## src/rtl/sound_arbiter_pkg.sv

```systemverilog
// Shared constants for the piano sound path: note table, octave codes,
// arbiter state encoding and helpers for pitch and LED decoding.
package sound_arbiter_pkg;

    localparam int unsigned NOTE_KEY_BITS = 7;

    localparam logic [1:0] OCT_LOW  = 2'd0;
    localparam logic [1:0] OCT_MID  = 2'd1;
    localparam logic [1:0] OCT_HIGH = 2'd2;

    typedef enum logic [1:0] {
        ARB_IDLE = 2'd0,
        ARB_PLAY = 2'd1,
        ARB_GAP  = 2'd2
    } arb_state_t;

    function automatic int unsigned note_freq(input int unsigned note);
        case (note)
            1:       return 262;
            2:       return 294;
            3:       return 330;
            4:       return 349;
            5:       return 392;
            6:       return 440;
            7:       return 494;
            default: return 0;
        endcase
    endfunction

    // Mid-octave half period in clock cycles, never below 1.
    function automatic int unsigned base_half(input int unsigned clk_hz, input int unsigned note);
        int unsigned f;
        int unsigned h;
        f = note_freq(note);
        if (f == 0) return 1;
        h = clk_hz / (2 * f);
        return (h == 0) ? 1 : h;
    endfunction

    function automatic logic [NOTE_KEY_BITS-1:0] note_led(input logic [2:0] note);
        note_led = '0;
        if (note != 3'd0) note_led[note - 3'd1] = 1'b1;
    endfunction

endpackage

```

## src/rtl/sound_arbiter_tone_gen.sv

```systemverilog
// Square-wave tone generator: period lookup, octave scaling and toggle counter.
module tone_gen
    import sound_arbiter_pkg::*;
#(
    parameter int unsigned CLK_HZ = 100000000
) (
    input  logic       clk,
    input  logic       rst_n,
    input  logic       en,
    input  logic [2:0] note,
    input  logic [1:0] oct,
    output logic       buzzer
);

    localparam int unsigned MAX_HALF = 2 * base_half(CLK_HZ, 1);
    localparam int unsigned CNT_W    = $clog2(MAX_HALF + 1);
    localparam int unsigned BASE [8] = '{1,
                                         base_half(CLK_HZ, 1), base_half(CLK_HZ, 2),
                                         base_half(CLK_HZ, 3), base_half(CLK_HZ, 4),
                                         base_half(CLK_HZ, 5), base_half(CLK_HZ, 6),
                                         base_half(CLK_HZ, 7)};

    logic [CNT_W-1:0] half;
    logic [CNT_W-1:0] cnt;

    always_comb begin
        case (oct)
            OCT_LOW:  half = CNT_W'(BASE[note] * 2);
            OCT_HIGH: half = (BASE[note] > 1) ? CNT_W'(BASE[note] / 2) : CNT_W'(1);
            default:  half = CNT_W'(BASE[note]);
        endcase
    end

    always_ff @(posedge clk or negedge rst_n) begin
        if (!rst_n) begin
            cnt    <= '0;
            buzzer <= 1'b0;
        end else if (!en || note == 3'd0) begin
            cnt    <= '0;
            buzzer <= 1'b0;
        end else if (cnt >= half - CNT_W'(1)) begin
            cnt    <= '0;
            buzzer <= ~buzzer;
        end else begin
            cnt <= cnt + CNT_W'(1);
        end
    end

endmodule

```

## src/rtl/sound_arbiter.sv

```systemverilog
// Fixed-priority arbiter for the single buzzer: grants one timed note at a
// time, times it in ms/unit steps, then holds a silent gap before re-arbitrating.
module sound_arbiter
    import sound_arbiter_pkg::*;
#(
    parameter int unsigned N_REQ   = 4,
    parameter int unsigned CLK_HZ  = 100000000,
    parameter int unsigned UNIT_MS = 125,
    parameter int unsigned GAP_MS  = 10
) (
    input  logic                 clk,
    input  logic                 rst_n,
    input  logic [N_REQ-1:0]     req,
    input  logic [3*N_REQ-1:0]   req_note,
    input  logic [2*N_REQ-1:0]   req_oct,
    input  logic [3*N_REQ-1:0]   req_len,
    output logic [N_REQ-1:0]     grant,
    output logic [N_REQ-1:0]     ack,
    output logic                 busy,
    output logic [6:0]           cur_led,
    output logic                 buzzer
);

    localparam int unsigned MS_CYC  = CLK_HZ / 1000;
    localparam int unsigned GAP_CYC = GAP_MS * MS_CYC;
    localparam int unsigned PRE_W   = (MS_CYC  > 1) ? $clog2(MS_CYC)  : 1;
    localparam int unsigned MSC_W   = (UNIT_MS > 1) ? $clog2(UNIT_MS) : 1;
    localparam int unsigned GAP_W   = (GAP_CYC > 1) ? $clog2(GAP_CYC) : 1;
    localparam int unsigned IDX_W   = (N_REQ   > 1) ? $clog2(N_REQ)   : 1;

    arb_state_t       state;
    logic [PRE_W-1:0] pre;
    logic [MSC_W-1:0] ms_cnt;
    logic [2:0]       unit_cnt;
    logic [GAP_W-1:0] gap_cnt;
    logic [IDX_W-1:0] gidx;
    logic [2:0]       note_q;
    logic [1:0]       oct_q;
    logic [2:0]       len_q;

    logic [IDX_W-1:0] sel_idx;
    logic [2:0]       sel_note;
    logic [1:0]       sel_oct;
    logic [2:0]       sel_len;
    logic             ms_tick;
    logic             last_unit;
    logic             tone_buz;

    always_comb begin
        sel_idx = '0;
        for (int unsigned i = N_REQ; i > 0; i--) begin
            if (req[i-1]) sel_idx = IDX_W'(i - 1);
        end
        sel_note = req_note[3*int'(sel_idx) +: 3];
        sel_oct  = req_oct[2*int'(sel_idx) +: 2];
        sel_len  = req_len[3*int'(sel_idx) +: 3];
    end

    assign ms_tick   = (pre == PRE_W'(MS_CYC - 1));
    assign last_unit = ms_tick && (ms_cnt == MSC_W'(UNIT_MS - 1)) && (unit_cnt == len_q - 3'd1);

    always_ff @(posedge clk or negedge rst_n) begin
        if (!rst_n) begin
            state    <= ARB_IDLE;
            grant    <= '0;
            ack      <= '0;
            busy     <= 1'b0;
            cur_led  <= '0;
            pre      <= '0;
            ms_cnt   <= '0;
            unit_cnt <= '0;
            gap_cnt  <= '0;
            gidx     <= '0;
            note_q   <= '0;
            oct_q    <= '0;
            len_q    <= '0;
        end else begin
            ack <= '0;
            case (state)
                ARB_IDLE: begin
                    if (|req) begin
                        gidx     <= sel_idx;
                        note_q   <= sel_note;
                        oct_q    <= sel_oct;
                        len_q    <= (sel_len == 3'd0) ? 3'd1 : sel_len;
                        grant    <= N_REQ'(1) << sel_idx;
                        cur_led  <= note_led(sel_note);
                        busy     <= 1'b1;
                        pre      <= '0;
                        ms_cnt   <= '0;
                        unit_cnt <= '0;
                        state    <= ARB_PLAY;
                    end
                end
                ARB_PLAY: begin
                    // Completion is checked before withdrawal so a same-cycle drop still acks.
                    if (last_unit || !req[gidx]) begin
                        ack     <= last_unit ? grant : '0;
                        grant   <= '0;
                        cur_led <= '0;
                        gap_cnt <= '0;
                        state   <= ARB_GAP;
                    end else if (ms_tick) begin
                        pre <= '0;
                        if (ms_cnt == MSC_W'(UNIT_MS - 1)) begin
                            ms_cnt   <= '0;
                            unit_cnt <= unit_cnt + 3'd1;
                        end else begin
                            ms_cnt <= ms_cnt + MSC_W'(1);
                        end
                    end else begin
                        pre <= pre + PRE_W'(1);
                    end
                end
                ARB_GAP: begin
                    if (gap_cnt == GAP_W'(GAP_CYC - 1)) begin
                        busy  <= 1'b0;
                        state <= ARB_IDLE;
                    end else begin
                        gap_cnt <= gap_cnt + GAP_W'(1);
                    end
                end
                default: state <= ARB_IDLE;
            endcase
        end
    end

    tone_gen #(.CLK_HZ(CLK_HZ)) u_tone (
        .clk    (clk),
        .rst_n  (rst_n),
        .en     (state == ARB_PLAY),
        .note   (note_q),
        .oct    (oct_q),
        .buzzer (tone_buz)
    );

    // Masking by state silences the pin on the abort edge itself.
    assign buzzer = tone_buz & (state == ARB_PLAY);

endmodule

```

## config.mk

```make
export PLATFORM = sky130hd
export DESIGN_NAME = sound_arbiter
export DESIGN_NICKNAME = d
export VERILOG_FILES = /design/src/rtl/sound_arbiter_pkg.sv /design/src/rtl/sound_arbiter_tone_gen.sv /design/src/rtl/sound_arbiter.sv
export SDC_FILE = /design/constraint.sdc
export NUM_CORES = 1
export LEC_CHECK = 0
export ABC_AREA = 1
export CAP_MARGIN = 10
export CORE_MARGIN = 8
export CORE_UTILIZATION = 46
export DETAILED_ROUTE_END_ITERATION = 10
export PLACE_DENSITY = 0.7
export SLEW_MARGIN = 20
export SYNTH_ARGS = -nofsm -noshare
export SYNTH_HDL_FRONTEND = slang
export SYNTH_SLANG_ARGS = --single-unit
```

## constraint.sdc

```tcl
create_clock -name clk -period 4.29 [get_ports clk]
set_input_delay 0.6435 -clock clk [delete_from_list [all_inputs] [get_ports clk]]
set_output_delay 0.6435 -clock clk [all_outputs]
set_load 0.005 [all_outputs]
```

== Word-level counts from Yosys, hierarchy flattened ==
Memory sizes are Yosys's and may differ from the RTL's.
Cells that the tools add are included.
Word-level totals
  register bits: 95
  bits in read-only memories: 256
  input bits: 38
  output and inout port bits: 17
  logic and storage cells: 128
  memories kept: 1
Cells by class
  add/subtract/negate cells: 8
  multipliers: 1
  order comparisons: 6
  equal/unequal tests: 14
  shift-type cells: 4
  mux-type cells: 51
  bitwise operators: 3
  reductions and logical operators: 25
Memory list
  (name not given): depth 8, width 32, rd ports 1, clocked after memory_dff 0, wr ports 0, RTL line sound_arbiter_tone_gen.sv:29  | OCT_HIGH: half = (BASE[note] > 1) ? CNT_W'(BASE[note] / 2) : CNT_W'(1);
Operators by type and width (number)
  two-way mux 32 bit: 2
  two-way mux 19 bit: 3
  two-way mux 17 bit: 3
  two-way mux 7 bit: 7
  two-way mux 20 bit: 2
  one-hot mux 20 bit (2 select lines): 1
  one-hot mux 19 bit (2 select lines): 1
  one-hot mux 17 bit (2 select lines): 1
  greater-than comparator 32 x 1 -> 1 bit (second input constant): 1
  variable part select 12 x 32 -> 3 bit: 1
  one-hot mux 7 bit (2 select lines): 2
  adder 20 x 1 -> 20 bit (second input constant): 1
  == test 20 bit (second input constant): 1
  two-way mux 4 bit: 5
  adder 19 x 1 -> 19 bit (second input constant): 1
  greater-or-equal comparator 19 bit: 1
  subtractor 19 x 1 -> 19 bit (second input constant): 1
  adder 17 x 1 -> 17 bit (second input constant): 1
  == test 17 bit (second input constant): 1
  two-way mux 3 bit: 5
  AND reduction 3 bit: 5
  two-way mux 2 bit: 7
  inequality test 2 bit (second input constant): 7
  variable part select 12 x 5 -> 3 bit: 1
  other kinds (35): 51

== Logic depth before layout (Yosys ltp) ==
Gate-level depths: netlist (run 1).
  depth after elaboration: 14
  depth in mapped cells: 27
  mapped depth without buffers: 26

== By module ==
A second synthesis (run 1) with hierarchy kept.
Unflattened totals
  cells, all modules: 1039
  area, all modules: 7095.6 µm²
Modules (own cells, without submodules)
  sound_arbiter: instances 1, cells an instance 649, area an instance 4626.9 µm², seq. area each 1876.8 µm²
  tone_gen: instances 1, cells an instance 390, area an instance 2468.6 µm², seq. area each 500.5 µm²

== Worst setup path before layout (run 1) ==
OpenSTA, ideal clock, no wires.
  path kind: register to register
  start: register note_q[0]
  end: register u_tone.cnt[8]
  setup time: 0.121 ns
  arrival: 3.310 ns
  required time: 4.169 ns
  setup slack: 0.859 ns
  cell stages (with the launch flop): 24
  path buffers: 1
  clock period less this slack: 3.431 ns
  cells stage by stage: dfrtp_1 > inv_1 > ha_1 > nand2_1 > o21ai_2 > nand4_1 > nand2_1 > nand2_1 > nand2_1 > inv_1 > ha_1 > inv_1 > or2_2 > o21ai_0 > inv_1 > ha_1 > nand4_1 > nor3_1 > nand3b_1 > nand3_1 > nor2_1 > nand2_1 > buf_2 > nor2_1
Between the ends
  cells in the longest elaborated chain, start to end: 11
  elaborated cells between the ends (all ways): 13
  those cells by class: add/sub (1); order compare (2); mux (6); bitwise (1); reduce/logical (2); memory (1)
Ends and longest elaborated chain
  start, declared: RTL line sound_arbiter.sv:37  | logic [2:0] note_q;
  start signal, assigned: RTL line sound_arbiter.sv:83  | note_q <= sel_note;
  NOT 3 -> 4 bit (not written as such): RTL line sound_arbiter_tone_gen.sv:28, sound_arbiter_tone_gen.sv:29, sound_arbiter_tone_gen.sv:30
  memory read (8 x 32 bit)
  two-way mux 32 bit (not written as such) (2 in a row): RTL line sound_arbiter_tone_gen.sv:29
  greater-than comparator 32 x 1 -> 1 bit: RTL line sound_arbiter_tone_gen.sv:29
  two-way mux 19 bit: RTL line sound_arbiter_tone_gen.sv:29
  one-hot mux 19 bit (2 select lines): RTL line sound_arbiter_tone_gen.sv:27  | case (oct)
  subtractor 19 x 1 -> 19 bit: RTL line sound_arbiter_tone_gen.sv:41  | end else if (cnt >= half - CNT_W'(1)) begin
  greater-or-equal comparator 19 bit: RTL line sound_arbiter_tone_gen.sv:41
  two-way mux 19 bit: RTL line sound_arbiter_tone_gen.sv:41
  two-way mux 19 bit (*): RTL line sound_arbiter_tone_gen.sv:38  | end else if (!en || note == 3'd0) begin
  end signal, assigned: RTL line sound_arbiter_tone_gen.sv:45  | cnt <= cnt + CNT_W'(1);
  end, declared: RTL line sound_arbiter_tone_gen.sv:24  | logic [CNT_W-1:0] cnt;
Every way passes the cells marked *; elsewhere a longest branch is shown, timed or not. The select of a mux whose other input is x is not followed.
A chain may end at the register's enable or synchronous reset.

== Final worst setup path (run 1) ==
  start: register note_q[0]
  end: register u_tone.cnt[14]
The elaborated chain is that of the path after synthesis.

==> results of run 1 <==
## logic make-up (layout without fill, tap and decap cells)
group	after synthesis	count (layout)	share of synthesized area
and+or+nand+nor	600	600	0.373
DFF	95	95	0.338
buffers and inverters	147	204	0.0881
xor gates and xnor gates	44	44	0.0548
AOI/OAI and AO/OA	101	101	0.0831
adders and majority gates	35	35	0.0623
## layout by cell type, fill, tap and decap left out, types with 4 or more instances in the layout
master / count
a21oi_1: 21
buf_4: 6
clkbuf_16: 9
clkdlybuf4s50_1: 53
dfrtp_1: 95
ha_1: 35
inv_1: 120
inv_2: 8
nand2_1: 295
nand2_2: 8
nand3_1: 76
nand3_2: 5
nand4_1: 30
nor2_1: 130
nor2_2: 7
nor3_1: 27
nor4_1: 4
o21ai_0: 44
o21ai_1: 5
o21ai_2: 10
o22ai_1: 10
or2_2: 7
xnor2_1: 9
xor2_1: 35
## state kept, by name, summed over array words and instances (netlist names)
name / cells
busy: 1
cur_led: 7
grant: 4
len_q: 3
oct_q: 2
u_tone.cnt: 19
ack: 4
note_q: 3
pre: 17
state: 2
ms_cnt: 7
gap_cnt: 20
u_tone.buzzer: 1
unit_cnt: 3
gidx: 2
## routing by layer
layer	global-route usage	up-vias	part of all wire
met5	0	-	0
met4	0.0423	0	0.0092
met2	0.313	134	0.48
met1	0.244	2998	0.47
met3	0.0308	11	0.035
li1	-	3395	-
## worst max-delay path: cells and delay by family (launching register included)
kind            cells  cell delay [ps]
simple gates       13             1510
flops               1              440
compound gates      4              480
buf+inv             4              440
fa+ha+maj           3              850
## area by class of cell
class,instances,share of cell area
clock inverter,7,0.00998
clock buffer,9,0.0281
inverter,129,0.0610
tap,188,0.0293
sequential,95,0.296
multi-input combinational,780,0.504
timing repair buffer,59,0.0717
## cell usage after synthesis (all sizes together)
master,instances
o211ai,2
nand3b,2
nor3b,2
o21bai,1
or2,7
a21oi,21
o21ai,59
xor2,35
buf,11
nor4,4
o22ai,10
a21o,2
inv,129
nor2,140
nand2,305
o41ai,1
a22o,1
nand4,30
a31oi,2
xnor2,9
dfrtp,95
o2111ai,1
nand3,82
nor3,28
o31ai,1
clkbuf,7
ha,35
## power by group through the flow
stage | sequential, uW | clock [uW] | combinational [uW]
6_report | 895 | 816 | 93.2
5_1_grt | 894 | 870 | 106
4_1_cts | 895 | 835 | 94.6
3_5_place_dp | 912 | 0 | 94.1
3_3_place_gp | 912 | 0 | 93.4
2_1_floorplan | 913 | 0 | 29.5
## per-stage QoR
step / hold WS [ps] / utilization / setup WS [ps] / total power [uW] / area (um2)
global route: 493 / 0.532 / 73.2 / 1870 / 8020
CTS: 448 / 0.531 / 191 / 1820 / 8010
global placement: 465 / 0.511 / 422 / 1010 / 7710
floorplan: 348 / - / 859 / 942 / 7030
detailed placement: 471 / 0.511 / 226 / 1010 / 7710
finish: 409 / 0.532 / 475 / 1800 / 8020
## worst paths after layout
path | start | endpoint | slack [ps] | cells after the start
max | note_q[0]$_DFFE_PN0P_ | u_tone.cnt[14]$_DFF_PN0_ | 470 | 24
min | rst_n | gap_cnt[17]$_DFFE_PN0P_ | 410 | 1
max reg2reg | note_q[0]$_DFFE_PN0P_ | u_tone.cnt[14]$_DFF_PN0_ | 470 | 24
min reg2reg | u_tone.cnt[0]$_DFF_PN0_ | u_tone.cnt[0]$_DFF_PN0_ | 490 | 1
max in group asynchronous | rst_n | u_tone.cnt[4]$_DFF_PN0_ | 2990 | 2
min in group clk | u_tone.cnt[0]$_DFF_PN0_ | u_tone.cnt[0]$_DFF_PN0_ | 490 | 1
==> results.sh, run 1 <==
export IMPL_syn2layout_area_growth_pct=14.2
export IMPL_vias=6538
export IMPL_gp_routability_congestion=0.954
export IMPL_nNetsFinal=1147
export IMPL_drt_total_wl_mm=17.6
export IMPL_instances_no_fill=1267
export IMPL_core_area_um2=15100
export IMPL_p_clk_frac=0.452
export IMPL_crit_chain="inv_1 > ha_1 > inv_1 > nand2_1 > o21ai_2 > nand4_1 > nand2_1 > nand2_1 > nand2_1 > inv_1 > ha_1 > inv_1 > nor3_2 > nand2_1 > nand2_1 > nand2_1 > ha_1 > a21oi_1 > o21ai_0 > a21oi_1 > nand3_1 > nor2_2 > nand2_4 > nor2_1"
export IMPL_synth_nets=1095
export IMPL_end_kind="flop"
export IMPL_antenna_left=0
export IMPL_hpwl_mm=13.4
export IMPL_cp_arrival_ps=4090
export IMPL_root_buffer="clkbuf_16"
export IMPL_firstDrtPassIters=5
export IMPL_switchingPower_uw=454
export IMPL_vias_per_cell=5.16
export IMPL_slowest_stage="dfrtp_1"
export IMPL_port_buffers=54
export IMPL_ctsLongestPathBuffers=2
export IMPL_p_leak_uw=0.00386
export IMPL_drt_iter0_drc=430
export IMPL_max_slew_margin=0.401
export IMPL_wl_per_cell_um=13.9
export IMPL_seqPwrFrac=0.496
export IMPL_ys_seq_elements=95
export IMPL_synth_top_area_cell="dfrtp_1"
export IMPL_grt_usage=0.185
export IMPL_setup_tns_final_ps=0
export IMPL_h_tree_depth=3
export IMPL_worst_path_most_repeated_cell="nand2_1"
export IMPL_skew_ps=12.4
export IMPL_synthesis_area_um2=7030
export IMPL_synth_cell_type_count=43
export IMPL_ir_worst_vdd_v=0.000174
export IMPL_grt_pass1_vias=6118
export IMPL_setup_viol=0
export IMPL_status="complete, no violations"
export IMPL_intPower_uw=1350
export IMPL_power_density_nw_per_um2=225
export IMPL_avgSynthCellArea_um2=6.88
export IMPL_swShare=0.252
export IMPL_layout_drive_gt1_share=0.0695
export IMPL_fmax_mhz=262
export IMPL_die_w_um=140
export IMPL_seq_area_frac_synth=0.338
export IMPL_antenna_cells=0
export IMPL_crit_required_ps=4560
export IMPL_post_cts_buffers=0
export IMPL_tightest_slew_ps=899
export IMPL_rows=45
export IMPL_pin_count=55
export IMPL_clkLatencyLatePin_ps=360
export IMPL_grt_overflow_total=0
export IMPL_synth_top_cell_area_share=0.338
export IMPL_die_h_um=140
export IMPL_clkTransAtPathRegs_ps=70
export IMPL_min_period_ps=3820
export IMPL_cts_sinks=95
export IMPL_fill_cells=1513
export IMPL_rsz0062_at_grt="no"
export IMPL_cp_max_fo=19
export IMPL_start_util=0.466
export IMPL_min_path_type="in -> async"
export IMPL_cts_resized=0
export IMPL_multiInputGateArea_um2=4040
export IMPL_pwr_share_comb=0.052
export IMPL_synthTopCellsByArea="dfrtp_1, nand2_1, nor2_1"
export IMPL_antenna_found_initial=0
export IMPL_max_stage_delay_ps=440
export IMPL_start_kind="flop"
export IMPL_placed_cells=1251
export IMPL_dieArea_um2=19500
export IMPL_syn_inst=1022
export IMPL_grt_max_degree=72
export IMPL_drc=0
export IMPL_cts_buffers_inserted=9
export IMPL_ys_warnings_count=0
export IMPL_drv_cap=0
export IMPL_cts_tree="yes"
export IMPL_final_max_slew_viol_count=0
export IMPL_period_share=0.889
export IMPL_grt_pass1_wl_mm=29.7
export IMPL_finalHoldViolCount=0
export IMPL_hold_buffers=0
export IMPL_crit_type="reg -> reg"
export IMPL_regArea_um2=2380
No activity file was read; power rests on OpenSTA's default activity.
==> run 2: changes to the inputs <==
CORE_ASPECT_RATIO = 1.4   (was unset)
==> run 2 against run 1 <==
Largest cell class unchanged. Critical path type unchanged. Register-to-register slack is essentially flat. Sequential cell count is the same. Combinational power shrank 0.5%. Hold slack gained 25 ps. Via count grew 0.64%. Total power grew 0.69%.
==> results.sh, run 2 (synthesized netlist as in run 1, its figures left out) <==
export IMPL_pin_count=55
export IMPL_worstReg2RegStart="note_q[1]$_DFFE_PN0P_"
export IMPL_antenna_left=0
export IMPL_crit_required_ps=4550
export IMPL_max_stage_delay_ps=440
export IMPL_vias_per_cell=5.18
export IMPL_setup_viol=0
export IMPL_p_clk_frac=0.456
export IMPL_finalPower_uw=1820
export IMPL_swShare=0.218
export IMPL_start_util=0.469
export IMPL_seqPwrFrac=0.493
export IMPL_instances_no_fill=1271
export IMPL_whs_ps=434
export IMPL_status="complete, no violations"
export IMPL_cp_arrival_ps=4060
export IMPL_syn2layout_area_growth_pct=14.3
export IMPL_pwr_share_comb=0.051
export IMPL_start_kind="flop"
export IMPL_crit_chain="inv_1 > ha_1 > inv_1 > nand2_1 > o21ai_2 > nand4_1 > nand2_1 > nand2_1 > nand2_1 > inv_1 > ha_1 > inv_1 > nor3_2 > nand2_1 > nand2_1 > nand2_1 > ha_1 > a21oi_1 > o21ai_0 > a21oi_1 > nand3_1 > nor2_2 > nand2_4 > nor2_1"
export IMPL_slowest_stage="dfrtp_1"
export IMPL_clkTransAtPathRegs_ps=70
export IMPL_antenna_cells=0
export IMPL_final_area_um2=8030
export IMPL_tightest_slew_ps=942
export IMPL_final_common_cell="nand2_1"
export IMPL_clkLatencyLatePin_ps=340
export IMPL_max_slew_margin=0.372
export IMPL_rsz0062_at_grt="no"
export IMPL_worst_path_most_repeated_cell="nand2_1"
export IMPL_cts_sinks=95
export IMPL_finalHoldViolCount=0
export IMPL_firstDrtPassIters=5
export IMPL_grt_usage=0.190
export IMPL_dieArea_um2=19500
export IMPL_crit_type="reg -> reg"
export IMPL_regArea_um2=2380
export IMPL_vias=6580
export IMPL_skew_ps=10.8
export IMPL_drt_total_wl_mm=17.8
export IMPL_p_leak_uw=0.00386
export IMPL_intPower_uw=1420
export IMPL_grt_max_degree=74
export IMPL_hpwl_mm=13.9
export IMPL_drc=0
export IMPL_grt_pass1_wl_mm=30.2
export IMPL_hold_buffers=0
export IMPL_final_max_slew_viol_count=0
export IMPL_die_w_um=120
export IMPL_cp_buffers_inverters=4
export IMPL_multiInputGateArea_um2=4040
export IMPL_ir_worst_vdd_v=0.000169
export IMPL_cts_tree="yes"
export IMPL_largest_register_ffs=20
export IMPL_mostFrequentLayoutCells="nand2_1, nor2_1, inv_1"
export IMPL_wl_per_cell_um=14.0
export IMPL_period_share=0.886
export IMPL_drt_iter0_drc=388
export IMPL_post_cts_buffers=0
export IMPL_cts_buffers_inserted=9
export IMPL_h_tree_depth=3
export IMPL_nNetsFinal=1147
export IMPL_min_period_ps=3800
export IMPL_port_buffers=54
export IMPL_power_density_nw_per_um2=226
export IMPL_layout_drive_gt1_share=0.0704
export IMPL_critical_path_top_delay_family="simple AND/OR/NAND/NOR gates"
export IMPL_startpoint="note_q[1]$_DFFE_PN0P_"
export IMPL_regMostFlops="gap_cnt"
export IMPL_min_path_type="in -> async"
export IMPL_grt_pass1_vias=6456
export IMPL_grt_overflow_total=0
export IMPL_ctsLongestPathBuffers=2
export IMPL_antenna_found_initial=0
export IMPL_placed_cell_area_um2=7710
export IMPL_gp_routability_congestion=0.943
export IMPL_core_area_um2=15000
export IMPL_switchingPower_uw=396
export IMPL_root_buffer="clkbuf_16"
export IMPL_cp_max_fo=19
export IMPL_top_regs="gap_cnt (20), u_tone.cnt (19), pre (17)"
export IMPL_setup_tns_final_ps=0
export IMPL_placed_cells=1255
export IMPL_drv_cap=0
export IMPL_fmax_mhz=263
export IMPL_die_h_um=162
export IMPL_fill_cells=1509
export IMPL_end_kind="flop"
export IMPL_cts_resized=0
export IMPL_rows=53
==> run 2: changes by cell type in the layout (fill, tap and decap cells not counted) <==
cell | before | now
bufinv_16 | 0 | 1
clkbuf_8 | 0 | 2
clkinv_2 | 0 | 2
clkinv_4 | 2 | 1
clkinv_8 | 2 | 0
inv_1 | 120 | 119
inv_2 | 8 | 9
inv_8 | 2 | 0
==> run 2: layer usage <==
metal,wire [um],vias up,track usage,part of all wire
li1,-,3396,-,-
met1,7320,3013,0.215,0.41
met2,9310,136,0.346,0.52
met3,690,35,0.0278,0.039
met4,532,0,0.0815,0.030
met5,0,-,0,0
==> run 2: area by class of cell <==
cell class                      instances  area share
Sequential cell                        95       0.296
Inverter                              129      0.0609
Multi-Input combinational cell        780       0.503
Clock buffer                           11      0.0315
Clock inverter                          5     0.00701
Tap cell                              192      0.0299
Timing Repair Buffer                   59      0.0717
==> run 2: final timing paths <==
check / endpoint / slack [ps] / cells past startpoint
worst max-delay path: u_tone.cnt[14]$_DFF_PN0_ / 490 / 24
worst min-delay path: note_q[0]$_DFFE_PN0P_ / 430 / 1
worst max register to register: u_tone.cnt[14]$_DFF_PN0_ / 490 / 24
worst min register to register: cur_led[1]$_DFFE_PN0P_ / 480 / 2
max in group asynchronous: u_tone.cnt[13]$_DFF_PN0_ / 2970 / 2
min in group clk: cur_led[1]$_DFFE_PN0P_ / 480 / 2
==> run 2: power by group through the flow <==
stage / Clock, uW / Sequential, uW / Combinational [uW]
after CTS: 848 / 895 / 94.7
after detailed placement: 0 / 912 / 94.7
after floorplan: 0 / 913 / 29.5
final: 828 / 895 / 92.7
after global routing: 884 / 895 / 105
after global placement: 0 / 912 / 93.2
==> run 2: metrics by stage <==
stage          utilization  setup slack (ps)
2_1_floorplan            -               859
3_3_place_gp         0.515               403
3_5_place_dp         0.515               204
4_1_cts              0.535               167
5_1_grt              0.536               101
6_report             0.536               489
